### config.mk
export PLATFORM = sky130hd
export DESIGN_NAME = multicycle_ctrl_flat
export DESIGN_NICKNAME = d
export VERILOG_FILES = /design/src/rtl/multicycle_ctrl_if.sv /design/src/rtl/multicycle_ctrl.sv /design/src/flat_wrapper.sv
export SDC_FILE = /design/constraint.sdc
export NUM_CORES = 1
export LEC_CHECK = 0
export ABC_AREA = 1
export ABC_CLOCK_PERIOD_IN_PS = 1700
export CORE_AREA = 3 3 58 114
export DETAILED_ROUTE_END_ITERATION = 10
export DIE_AREA = 0 0 61 117
export DONT_BUFFER_PORTS = 1
export MAX_ROUTING_LAYER = met4
export SLEW_MARGIN = 10
export SYNTH_ARGS = -nofsm -noshare
export SYNTH_HDL_FRONTEND = slang
export SYNTH_SLANG_ARGS = --single-unit
### constraint.sdc
create_clock -name clk -period 1.7 [get_ports clk]
set_input_delay 0.255 -clock clk [delete_from_list [all_inputs] [get_ports clk]]
set_output_delay 0.255 -clock clk [all_outputs]
set_load 0.03 [all_outputs]
### src/rtl/multicycle_ctrl_if.sv
// Control/status bundle between the multicycle controller and the RV32 datapath.
// The controller takes the master view: it drives every enable and mux select
// and reads back the decoded opcode, the branch compare and the memory handshake.
interface multicycle_ctrl_if #(
    parameter int WIDTH = 32
);
    // Datapath -> controller
    logic [6:0]       opcode;
    logic             branch_taken;
    logic             mem_ready;
    // Controller -> datapath
    logic             pc_en;
    logic [1:0]       pc_src;
    logic             ir_en;
    logic             mem_addr_sel;
    logic             mem_wren;
    logic             rf_wr_en;
    logic [1:0]       wb_sel;
    logic             alu_b_sel;
    logic             alu_force_add;
    logic             halted;
    logic [WIDTH-1:0] instret;

    modport master (
        input  opcode, branch_taken, mem_ready,
        output pc_en, pc_src, ir_en, mem_addr_sel, mem_wren, rf_wr_en,
               wb_sel, alu_b_sel, alu_force_add, halted, instret
    );

    modport slave (
        output opcode, branch_taken, mem_ready,
        input  pc_en, pc_src, ir_en, mem_addr_sel, mem_wren, rf_wr_en,
               wb_sel, alu_b_sel, alu_force_add, halted, instret
    );
endinterface

### src/rtl/multicycle_ctrl.sv
// Multicycle RV32 control FSM: sequences fetch/decode/execute/memory/writeback,
// counts retired instructions and parks in HALT on an unsupported opcode.
// Outputs are decoded combinationally from the state register and the IR opcode.
module multicycle_ctrl #(
    parameter int WIDTH = 32
) (
    input  logic                  clk,
    input  logic                  rst,
    multicycle_ctrl_if.master     bus
);
    localparam logic [6:0] OP_RTYPE  = 7'b0110011;
    localparam logic [6:0] OP_IALU   = 7'b0010011;
    localparam logic [6:0] OP_LOAD   = 7'b0000011;
    localparam logic [6:0] OP_STORE  = 7'b0100011;
    localparam logic [6:0] OP_BRANCH = 7'b1100011;
    localparam logic [6:0] OP_JAL    = 7'b1101111;

    localparam logic [1:0] PC_PLUS4  = 2'd0;
    localparam logic [1:0] PC_TARGET = 2'd1;
    localparam logic [1:0] PC_HOLD   = 2'd2;

    localparam logic [1:0] WB_ALU    = 2'd0;
    localparam logic [1:0] WB_MEM    = 2'd1;
    localparam logic [1:0] WB_PC4    = 2'd2;

    typedef enum logic [3:0] {
        S_FETCH  = 4'd0,
        S_DECODE = 4'd1,
        S_EXEC   = 4'd2,
        S_ADDR   = 4'd3,
        S_MEM    = 4'd4,
        S_WB     = 4'd5,
        S_BRANCH = 4'd6,
        S_JUMP   = 4'd7,
        S_HALT   = 4'd8
    } state_e;

    state_e           state_q, state_d;
    logic [WIDTH-1:0] instret_q, instret_d;
    logic             retire_s;

    logic             pc_en_s;
    logic [1:0]       pc_src_s;
    logic             ir_en_s;
    logic             mem_addr_sel_s;
    logic             mem_wren_s;
    logic             rf_wr_en_s;
    logic [1:0]       wb_sel_s;
    logic             alu_b_sel_s;
    logic             alu_force_add_s;
    logic             halted_s;

    // Next-state, retire pulse and datapath controls for the current state.
    always_comb begin
        state_d         = state_q;
        retire_s        = 1'b0;
        pc_en_s         = 1'b0;
        pc_src_s        = PC_HOLD;
        ir_en_s         = 1'b0;
        mem_addr_sel_s  = 1'b0;
        mem_wren_s      = 1'b0;
        rf_wr_en_s      = 1'b0;
        wb_sel_s        = WB_ALU;
        alu_b_sel_s     = 1'b0;
        alu_force_add_s = 1'b0;
        halted_s        = 1'b0;

        if (rst) begin
            // Everything parked at its idle value; the instruction in flight is dropped.
            state_d = S_FETCH;
        end else begin
            case (state_q)
                S_FETCH: begin
                    if (bus.mem_ready) begin
                        ir_en_s  = 1'b1;
                        pc_en_s  = 1'b1;
                        pc_src_s = PC_PLUS4;
                        state_d  = S_DECODE;
                    end else begin
                        state_d  = S_FETCH;
                    end
                end
                S_DECODE: begin
                    case (bus.opcode)
                        OP_RTYPE, OP_IALU:  state_d = S_EXEC;
                        OP_LOAD, OP_STORE:  state_d = S_ADDR;
                        OP_BRANCH:          state_d = S_BRANCH;
                        OP_JAL:             state_d = S_JUMP;
                        default:            state_d = S_HALT;
                    endcase
                end
                S_EXEC: begin
                    alu_b_sel_s = (bus.opcode == OP_IALU) ? 1'b1 : 1'b0;
                    rf_wr_en_s  = 1'b1;
                    wb_sel_s    = WB_ALU;
                    retire_s    = 1'b1;
                    state_d     = S_FETCH;
                end
                S_ADDR: begin
                    alu_force_add_s = 1'b1;
                    alu_b_sel_s     = 1'b1;
                    state_d         = S_MEM;
                end
                S_MEM: begin
                    // Address path held stable for the whole access.
                    mem_addr_sel_s  = 1'b1;
                    alu_force_add_s = 1'b1;
                    alu_b_sel_s     = 1'b1;
                    if (bus.opcode == OP_STORE) begin
                        mem_wren_s = 1'b1;
                        if (bus.mem_ready) begin
                            retire_s = 1'b1;
                            state_d  = S_FETCH;
                        end else begin
                            state_d  = S_MEM;
                        end
                    end else begin
                        if (bus.mem_ready) begin
                            state_d = S_WB;
                        end else begin
                            state_d = S_MEM;
                        end
                    end
                end
                S_WB: begin
                    rf_wr_en_s = 1'b1;
                    wb_sel_s   = WB_MEM;
                    retire_s   = 1'b1;
                    state_d    = S_FETCH;
                end
                S_BRANCH: begin
                    if (bus.branch_taken) begin
                        pc_en_s  = 1'b1;
                        pc_src_s = PC_TARGET;
                    end else begin
                        pc_en_s  = 1'b0;
                    end
                    retire_s = 1'b1;
                    state_d  = S_FETCH;
                end
                S_JUMP: begin
                    pc_en_s    = 1'b1;
                    pc_src_s   = PC_TARGET;
                    rf_wr_en_s = 1'b1;
                    wb_sel_s   = WB_PC4;
                    retire_s   = 1'b1;
                    state_d    = S_FETCH;
                end
                S_HALT: begin
                    halted_s = 1'b1;
                    state_d  = S_HALT;
                end
                default: begin
                    // Unreachable encodings recover through a fresh fetch.
                    state_d = S_FETCH;
                end
            endcase
        end
    end

    // Retired-instruction counter, wrapping modulo 2^WIDTH.
    always_comb begin
        if (retire_s) begin
            instret_d = instret_q + {{(WIDTH-1){1'b0}}, 1'b1};
        end else begin
            instret_d = instret_q;
        end
    end

    // State and counter registers with synchronous reset.
    always_ff @(posedge clk) begin
        if (rst) begin
            state_q   <= S_FETCH;
            instret_q <= {WIDTH{1'b0}};
        end else begin
            state_q   <= state_d;
            instret_q <= instret_d;
        end
    end

    assign bus.pc_en         = pc_en_s;
    assign bus.pc_src        = pc_src_s;
    assign bus.ir_en         = ir_en_s;
    assign bus.mem_addr_sel  = mem_addr_sel_s;
    assign bus.mem_wren      = mem_wren_s;
    assign bus.rf_wr_en      = rf_wr_en_s;
    assign bus.wb_sel        = wb_sel_s;
    assign bus.alu_b_sel     = alu_b_sel_s;
    assign bus.alu_force_add = alu_force_add_s;
    assign bus.halted        = halted_s;
    assign bus.instret       = instret_q;
endmodule

### src/flat_wrapper.sv
// flat-port wrapper written by rule: the top's interface ports become plain ports
module multicycle_ctrl_flat 
#(
    parameter int WIDTH = 32
)
  (clk, rst, bus_opcode, bus_branch_taken, bus_mem_ready, bus_pc_en, bus_pc_src, bus_ir_en, bus_mem_addr_sel, bus_mem_wren, bus_rf_wr_en, bus_wb_sel, bus_alu_b_sel, bus_alu_force_add, bus_halted, bus_instret);
  multicycle_ctrl_if #(.WIDTH(WIDTH)) bus_i ();
  input  logic clk;
  input  logic rst;
  input wire logic [$bits(bus_i.opcode)-1:0] bus_opcode;
  input wire logic [$bits(bus_i.branch_taken)-1:0] bus_branch_taken;
  input wire logic [$bits(bus_i.mem_ready)-1:0] bus_mem_ready;
  output wire logic [$bits(bus_i.pc_en)-1:0] bus_pc_en;
  output wire logic [$bits(bus_i.pc_src)-1:0] bus_pc_src;
  output wire logic [$bits(bus_i.ir_en)-1:0] bus_ir_en;
  output wire logic [$bits(bus_i.mem_addr_sel)-1:0] bus_mem_addr_sel;
  output wire logic [$bits(bus_i.mem_wren)-1:0] bus_mem_wren;
  output wire logic [$bits(bus_i.rf_wr_en)-1:0] bus_rf_wr_en;
  output wire logic [$bits(bus_i.wb_sel)-1:0] bus_wb_sel;
  output wire logic [$bits(bus_i.alu_b_sel)-1:0] bus_alu_b_sel;
  output wire logic [$bits(bus_i.alu_force_add)-1:0] bus_alu_force_add;
  output wire logic [$bits(bus_i.halted)-1:0] bus_halted;
  output wire logic [$bits(bus_i.instret)-1:0] bus_instret;
  assign bus_i.opcode = bus_opcode;
  assign bus_i.branch_taken = bus_branch_taken;
  assign bus_i.mem_ready = bus_mem_ready;
  assign bus_pc_en = bus_i.pc_en;
  assign bus_pc_src = bus_i.pc_src;
  assign bus_ir_en = bus_i.ir_en;
  assign bus_mem_addr_sel = bus_i.mem_addr_sel;
  assign bus_mem_wren = bus_i.mem_wren;
  assign bus_rf_wr_en = bus_i.rf_wr_en;
  assign bus_wb_sel = bus_i.wb_sel;
  assign bus_alu_b_sel = bus_i.alu_b_sel;
  assign bus_alu_force_add = bus_i.alu_force_add;
  assign bus_halted = bus_i.halted;
  assign bus_instret = bus_i.instret;
  multicycle_ctrl #(.WIDTH(WIDTH)) u_core (.clk(clk), .rst(rst), .bus(bus_i));
endmodule
-- Word level (Yosys, flattened, before mapping)
Cells that the tools add are included.
- register bits: 36
- output and inout bits: 44
- add/subtract/negate cells: 1
- equal/unequal tests: 14
- mux-type cells: 35
- reductions and logical operators: 6
- operator list (operator ; count):
    $add 32x1->32 const B ; 1
    $mux 1 ; 22
    $pmux 4 s5 ; 1
    $eq 4x3->1 const B ; 4
    $pmux 4 s4 ; 1
    $eq 7x6->1 const B ; 2
    $eq 7x7->1 const B ; 2
    $eq 4x2->1 const B ; 2
    $mux 2 ; 4
    $eq 7x2->1 const B ; 1
    $eq 7x5->1 const B ; 1
    $pmux 2 s3 ; 1
    $reduce_or 2->1 ; 3
    $eq 4x1->1 const B ; 1
    $eq 4x4->1 const B ; 1
    $logic_not 4->1 ; 1
    $mux 4 ; 1
    $pmux 1 s2 ; 2
    $pmux 2 s2 ; 1
    $reduce_or 4->1 ; 1
    $mux 3 ; 1
    $pmux 1 s3 ; 1
    $reduce_or 3->1 ; 1

-- Longest topological paths before layout
Gate-level depths: netlist (run 1).
- word-level depth: 4
- gate-level depth with buffers: 12
- depth with buffers taken out: 11

-- Least setup slack after synthesis (run 1)
No wires, ideal clock.
- path kind: reg-to-output
- from: register u_core.state_q[1]
- to: output port bus_pc_en
- data arrival time: 1.629 ns
- required time: 1.445 ns
- setup slack: -0.184 ns
- stages on the path, launching flop included: 6
- buffers on the path: 0
- cell sequence: dfxtp_1 > nor2_4 > nand3_1 > nor2_1 > nor2_1 > inv_1
- longest elaborated chain between the ends: 3
- elaborated cells between the ends (all ways): 5
- those cells by class: 2 x eq/ne; 2 x mux; 1 x reduce/logical
- ends and longest elaborated chain (item ; RTL line ; text):
    start, declared ; multicycle_ctrl.sv:38 ; state_e state_q, state_d;
    start signal, assigned ; multicycle_ctrl.sv:176 ; state_q <= state_d;
    $eq 4x3->1 / $logic_not 4->1 (equally long branches) ; multicycle_ctrl.sv:72 ; case (state_q)
    $pmux 1 s3 * ; multicycle_ctrl.sv:72 ;
    $mux 1 * ; multicycle_ctrl.sv:68 ; if (rst) begin
    end, declared ; flat_wrapper.sv:13 ; output wire logic [$bits(bus_i.pc_en)-1:0] bus_pc_en;
Every way passes the cells marked *; elsewhere a longest branch is shown, timed or not.

-- Worst setup path in the final report (run 1)
- from: register u_core.state_q[2]
- to: output port bus_pc_en
The elaborated chain is that of the path after synthesis.

==> results of run 1 <==
final cells by class:
| cell class | instances | area, µm² | share of cell area (%) |
|---|---|---|---|
| multi-input combinational | 295 | 1450 | 47.6 |
| inverter | 51 | 191 | 6.28 |
| timing repair buffer | 51 | 455 | 14.9 |
| sequential | 36 | 729 | 23.9 |
| tap | 61 | 76.3 | 2.50 |
| clock buffer | 8 | 146 | 4.80 |
cell families (layout without fill, tap and decap cells):
family,Yosys count,in the layout,synth area share [%]
AND/OR/NAND/NOR,254,254,47.4
buffers and inverters,60,110,11.4
flip-flops,36,36,30.4
AO/OA/AOI/OAI,34,34,7.98
XOR/XNOR,6,6,2.22
adder cells (fa/ha/maj),1,1,0.528
synthesized netlist by cell type, drive strengths merged:
library cell and instances:
clkinv 1, nand3 24, o211ai 1, inv 50, nand4 13, o21ai 5
nor2 90, clkbuf 2, dfxtp 36, xor2 6, a21boi 1, a31o 1
a31oi 4, a21oi 20, nand2 108, nand3b 3, nor3 16, o21bai 2
buf 7, ha 1
layer usage:
metal  wire, µm  GRT usage, %  share of wire [%]
met5          0             -                  0
met4        376          12.4                5.1
met3        377          4.39                5.1
met2       3970          40.3                 54
met1       2670          20.6                 36
what timing repair did:
action | in CTS | in global routing
gates cloned | 0 | 3
resized for setup | 2 | 27
buffers inserted | 0 | 2
setup endpoints to repair | 2 | 27
pin swaps | 0 | 7
through the flow:
stage	TNS, ns	hold slack [ns]	setup WS [ns]
final	0	0.0242	0.0563
after global placement	0	0.327	0.113
after floorplan	0	0.471	0.0115
after detailed placement	0	0.331	0.114
after global routing	-0.0848	0.0164	-0.0295
after CTS	0	0.0262	0.00162
power groups by stage:
stage          clock, mW  sequential [mW]  combinational [mW]
2_1_floorplan          0            0.872              0.0671
3_3_place_gp           0            0.873              0.0786
3_5_place_dp           0            0.874              0.0798
4_1_cts            0.971            0.855              0.0808
5_1_grt             1.01            0.857              0.0983
6_report           0.948            0.857              0.0896
worst max-delay path: cells and delay by family, from the launching register on:
| kind | cells | cell delay [ns] |
|---|---|---|
| and+or+nand+nor | 3 | 0.37 |
| DFF | 1 | 0.36 |
| buffers and inverters | 3 | 0.24 |
| AOI/OAI and AO/OA | 1 | 0.13 |
registers in the layout, summed over array words and instances, names as in the netlist:
name / count
u_core.bus.instret: 32
u_core.state_q: 4
worst paths after layout:
check,from,endpoint,cells after the start
setup / recovery,u_core.state_q[2],bus_pc_en,7
hold / removal,rst,u_core.state_q[0],1
setup reg to reg,u_core.bus.instret[1],u_core.bus.instret[16],8
hold reg to reg,u_core.bus.instret[14],u_core.bus.instret[14],2
==> flow_summary.ini, run 1 <==
[place]
place_area_um2 = 2730
dp.cells = 489
gp_congestion = 0.981
dp_hpwl_um = 5400
io_buffers = 0

[synth]
syn_inst = 391
ys_seq_area_share_pct = 30.4
synth_top_area_share_pct = 30.4
synth_area_leader_cell = dfxtp_1
synthesis.area_um2 = 2370
synth_cell_type_count = 30
syn_nets = 403
synth_area_leaders = dfxtp_1 (30%), nand2_1 (16%), nor2_1 (13%), inv_1 (7.8%), nand3_1 (5.1%)
ys_seq_elements = 36
yosysWarnings = 0
syn_avg_cell_area_um2 = 6.05

[global_routing]
grt_pass1_wl_um = 11500
grt_max_degree = 48
grt_use_total_pct = 22.2
grt_pass1_vias = 2477
antenna_found_initial = 0
overflow = 0

[clocking]
worstSkewPairLatency_ns = 0.29
cts_tree = built
hold_buffers = 0
cts_max_level = 2
cts-root-buf = clkbuf_16
clock_sinks = 36
numCtsBuffers = 5
clk_pin_slew_ns = 0.05
clk_path_buf_depth = 2

[timing]
fin_worst_skew_ns = 0.00256
period_share_pct = 96.7
slew_viol_final = 0
period_needed_ns = 1.64
tightest_slew_ns = 0.354
fmax_mhz = 608
rsz0062_at_grt = true
setup_violations = 0
hold_violations = 0
slew_headroom_pct = 76.4

[power]
max-vdd-ir-drop_uv = 490
power_density_nw_per_um2 = 621
p_int_mw = 1.47
pwr-share-seq_pct = 45.2
p_leak_nw = 1.25
total_power_mw = 1.89
swShare_pct = 22.6
combPwrFrac_pct = 4.7
power_frac_clock_pct = 50.0
p_sw_mw = 0.428

[worst_setup_path]
required_ns = 1.44
crit_slowest_cell = dfxtp_2
path_class = flop to output pin
arrival_ns = 1.39
cp-end-kind = output pin
r2r_slack_ns = 0.12
cp-start-kind = flop
cpPeakStageDelay_ns = 0.36
worstPathCellList = inv_2 -> nor2_4 -> o211ai_1 -> nor2_2 -> nor2_2 -> inv_1 -> buf_6
cp_max_fo = 4
crit_top_cell = nor2_2

[flow_run]
maxCapViolCount = 0

[hold_path]
hp-class = primary input to flop

[detailed_routing]
drt_wl_total_um = 7390
firstDrtPassIters = 4
postRouteAntennaNets = 0
drc = 0
drt-initial-drc-count = 129
wire_per_inst_um = 14.7
vias = 2645
via_per_inst = 5.27

[layout]
mostFrequentLayoutCell = nand2_1
antenna_cells = 0
final_cells = 502
syn_to_final_growth_pct = 28.9
layout_common_cells = nand2_1 (100), nor2_1 (74), inv_1 (46)
fillers = 600
final_core_util_pct = 52.5
drive_above_1_share_pct = 22.0
final_area_um2 = 3050
fin_nets = 452

[floorplanning]
die_x_um = 61
initial_core_util_pct = 40.8
ios = 55
design.die.area_um2 = 7140
core_um2 = 5810
fp-row-count = 39
die_h_um = 117

[status]
outcome = complete, no violations
(Power assumes the default switching activity.)
==> run 2: changes to the inputs <==
--- a/config.mk
+++ b/config.mk
@@ -7,11 +7,15 @@
 export LEC_CHECK = 0
 export ABC_AREA = 1
 export ABC_CLOCK_PERIOD_IN_PS = 1700
-export CORE_AREA = 3 3 58 114
+export CELL_PAD_IN_SITES_DETAIL_PLACEMENT = 2
+export CELL_PAD_IN_SITES_GLOBAL_PLACEMENT = 2
+export CORE_AREA = 3 3 91 93
 export DETAILED_ROUTE_END_ITERATION = 10
-export DIE_AREA = 0 0 61 117
+export DIE_AREA = 0 0 94 96
 export DONT_BUFFER_PORTS = 1
 export MAX_ROUTING_LAYER = met4
+export PLACE_DENSITY_LB_ADDON = 0.1
+export SETUP_SLACK_MARGIN = 0.15
 export SLEW_MARGIN = 10
 export SYNTH_ARGS = -nofsm -noshare
 export SYNTH_HDL_FRONTEND = slang
==> run 2 against run 1 <==
  * Count of clock-buffer cells in the layout is 1 lower
  * Sequential power decreased by 0.5%
  * Die area increased by 26%
  * Critical path depth is 5 higher
  * Largest power group is now sequential cells
==> flow_summary.ini, run 2 (same netlist as run 1, synthesis figures left out) <==
[place]
gp_congestion = 0.815
place_area_um2 = 2830
dp_hpwl_um = 6640
io_buffers = 0

[floorplanning]
ios = 55
fp-row-count = 32
design.die.area_um2 = 9020
core_um2 = 7610
die_x_um = 94
initial_core_util_pct = 31.1
die_h_um = 96

[timing]
period_needed_ns = 1.68
slew_headroom_pct = 75.5
hold_violations = 0
setup_violations = 0
period_share_pct = 98.8
fin_worst_skew_ns = 0.00721
fmax_mhz = 595
slew_viol_final = 0
fin_tns_setup_ns = 0
whs_ns = 0.0112
tightest_slew_ns = 0.367
rsz0062_at_grt = true

[global_routing]
grt_max_degree = 34
overflow = 0
grt_pass1_wl_um = 14100
grt_pass1_vias = 2851
antenna_found_initial = 0
grt_use_total_pct = 20.6

[power]
pwr-share-seq_pct = 51.3
power_density_nw_per_um2 = 492
p_leak_nw = 1.35
p_int_mw = 1.24
combPwrFrac_pct = 5.7
max-vdd-ir-drop_uv = 244
swShare_pct = 25.4
power_frac_clock_pct = 43.0
p_sw_mw = 0.422

[layout]
largest_reg_flops = 32
fillers = 945
layout_common_cells = nand2_1 (95), nor2_1 (62), buf_4 (53)
fin_nets = 466
antenna_cells = 0
drive_above_1_share_pct = 33.0
mostFrequentLayoutCell = nand2_1
syn_to_final_growth_pct = 42.8
final_area_um2 = 3380

[worst_setup_path]
cp-start-kind = flop
path_class = flop to flop
worstPathCellList = inv_2 -> nor2_4 -> nand2_4 -> nor2_4 -> nand2_2 -> nand2_4 -> buf_6 -> clkbuf_16 -> nand3_1 -> nand2_1 -> nand2_1 -> nor2_1
required_ns = 1.93
crit_slowest_cell = dfxtp_2
cp.buffers_inverters = 3
cp-end-kind = flop
cp_max_fo = 7
crit_family = simple AND/OR/NAND/NOR gates
arrival_ns = 1.91
cpPeakStageDelay_ns = 0.37

[detailed_routing]
vias = 2843
postRouteAntennaNets = 0
firstDrtPassIters = 4
drt_wl_total_um = 10300
wire_per_inst_um = 18.6
drt-initial-drc-count = 64
via_per_inst = 5.11
drc = 0

[clocking]
clk_path_buf_depth = 2
cts_tree = built
clock_sinks = 36
cts-root-buf = clkbuf_8
numCtsBuffers = 5
hold_buffers = 0
cts_max_level = 2
clk_pin_slew_ns = 0.08
worstSkewPairLatency_ns = 0.30

[flow_run]
maxCapViolCount = 0

[hold_path]
hp-class = primary input to flop

[status]
outcome = complete, no violations
-- run 2: cell count changes in the layout (fill, tap and decap cells not counted), moves of 4 or more --
| cell | change |
|---|---|
| nand3_1 | -4 |
| nor2_4 | +4 |
| nor2_1 | -12 |
| clkbuf_8 | +6 |
| nor3_1 | -7 |
| nor3_2 | +7 |
| buf_4 | +8 |
| nor2_2 | +8 |
| nand2_1 | -5 |
| clkbuf_16 | -6 |
-- run 2: worst register-to-register path: stages (launching register included) --
cell	delay [ns]
dfxtp_2	0.37
inv_2	0.07
nor2_4	0.15
nand2_4	0.11
nor2_4	0.15
nand2_2	0.07
nand2_4	0.13
buf_6	0.12
clkbuf_16	0.14
nand3_1	0.08
nand2_1	0.07
nand2_1	0.05
nor2_1	0.09
-- run 2: area by class of cell --
class                           instances  area, µm²  area share (%)
Sequential cell                        36        738            21.8
Clock buffer                            7       96.3            2.85
Timing Repair Buffer                   65        607            17.9
Multi-Input combinational cell        295       1620            47.8
Tap cell                              102        128            3.77
Inverter                               51        196            5.81
-- run 2: path summary, 6_finish.rpt --
check	endpoint	startpoint	slack, ns	depth (start not counted)
max	u_core.bus.instret[24]	u_core.state_q[2]	0.02	12
min	u_core.bus.instret[30]	rst	0.01	1
max reg2reg	u_core.bus.instret[24]	u_core.state_q[2]	0.02	12
min reg2reg	u_core.bus.instret[0]	u_core.bus.instret[0]	0.49	1
-- run 2: what timing repair did --
action	CTS	global route
resized for setup	25	61
pin swaps	4	25
cloned	1	2
setup buffers	0	12
endpoints found under the setup margin	32	42
-- run 2: power by group through the flow --
stage / Sequential [mW] / Clock, mW / Combinational (mW)
floorplan: 0.872 / 0 / 0.0681
global placement: 0.873 / 0 / 0.0763
detailed placement: 0.873 / 0 / 0.0791
CTS: 0.855 / 0.715 / 0.0853
global route: 0.854 / 0.770 / 0.103
finish: 0.853 / 0.715 / 0.0941
-- run 2: per-layer routing --
metal	part of all wire (%)	vias to the layer above	track usage, %
met5	0	-	-
met4	1.7	0	3.97
met3	3.5	11	3.60
met2	54	60	39.5
met1	41	1403	22.3
li1	-	1369	-
-- run 2: per-stage QoR --
stage | power, mW | instances | util, % | setup WS [ns]
2_1_floorplan | 0.941 | 391 | - | 0.106
3_3_place_gp | 0.950 | 534 | 37.2 | 0.114
3_5_place_dp | 0.952 | 534 | 37.2 | 0.0249
4_1_cts | 1.66 | 542 | 39.8 | 0.0652
5_1_grt | 1.73 | 556 | 44.4 | -0.0890
6_report | 1.66 | 556 | 44.4 | 0.0202
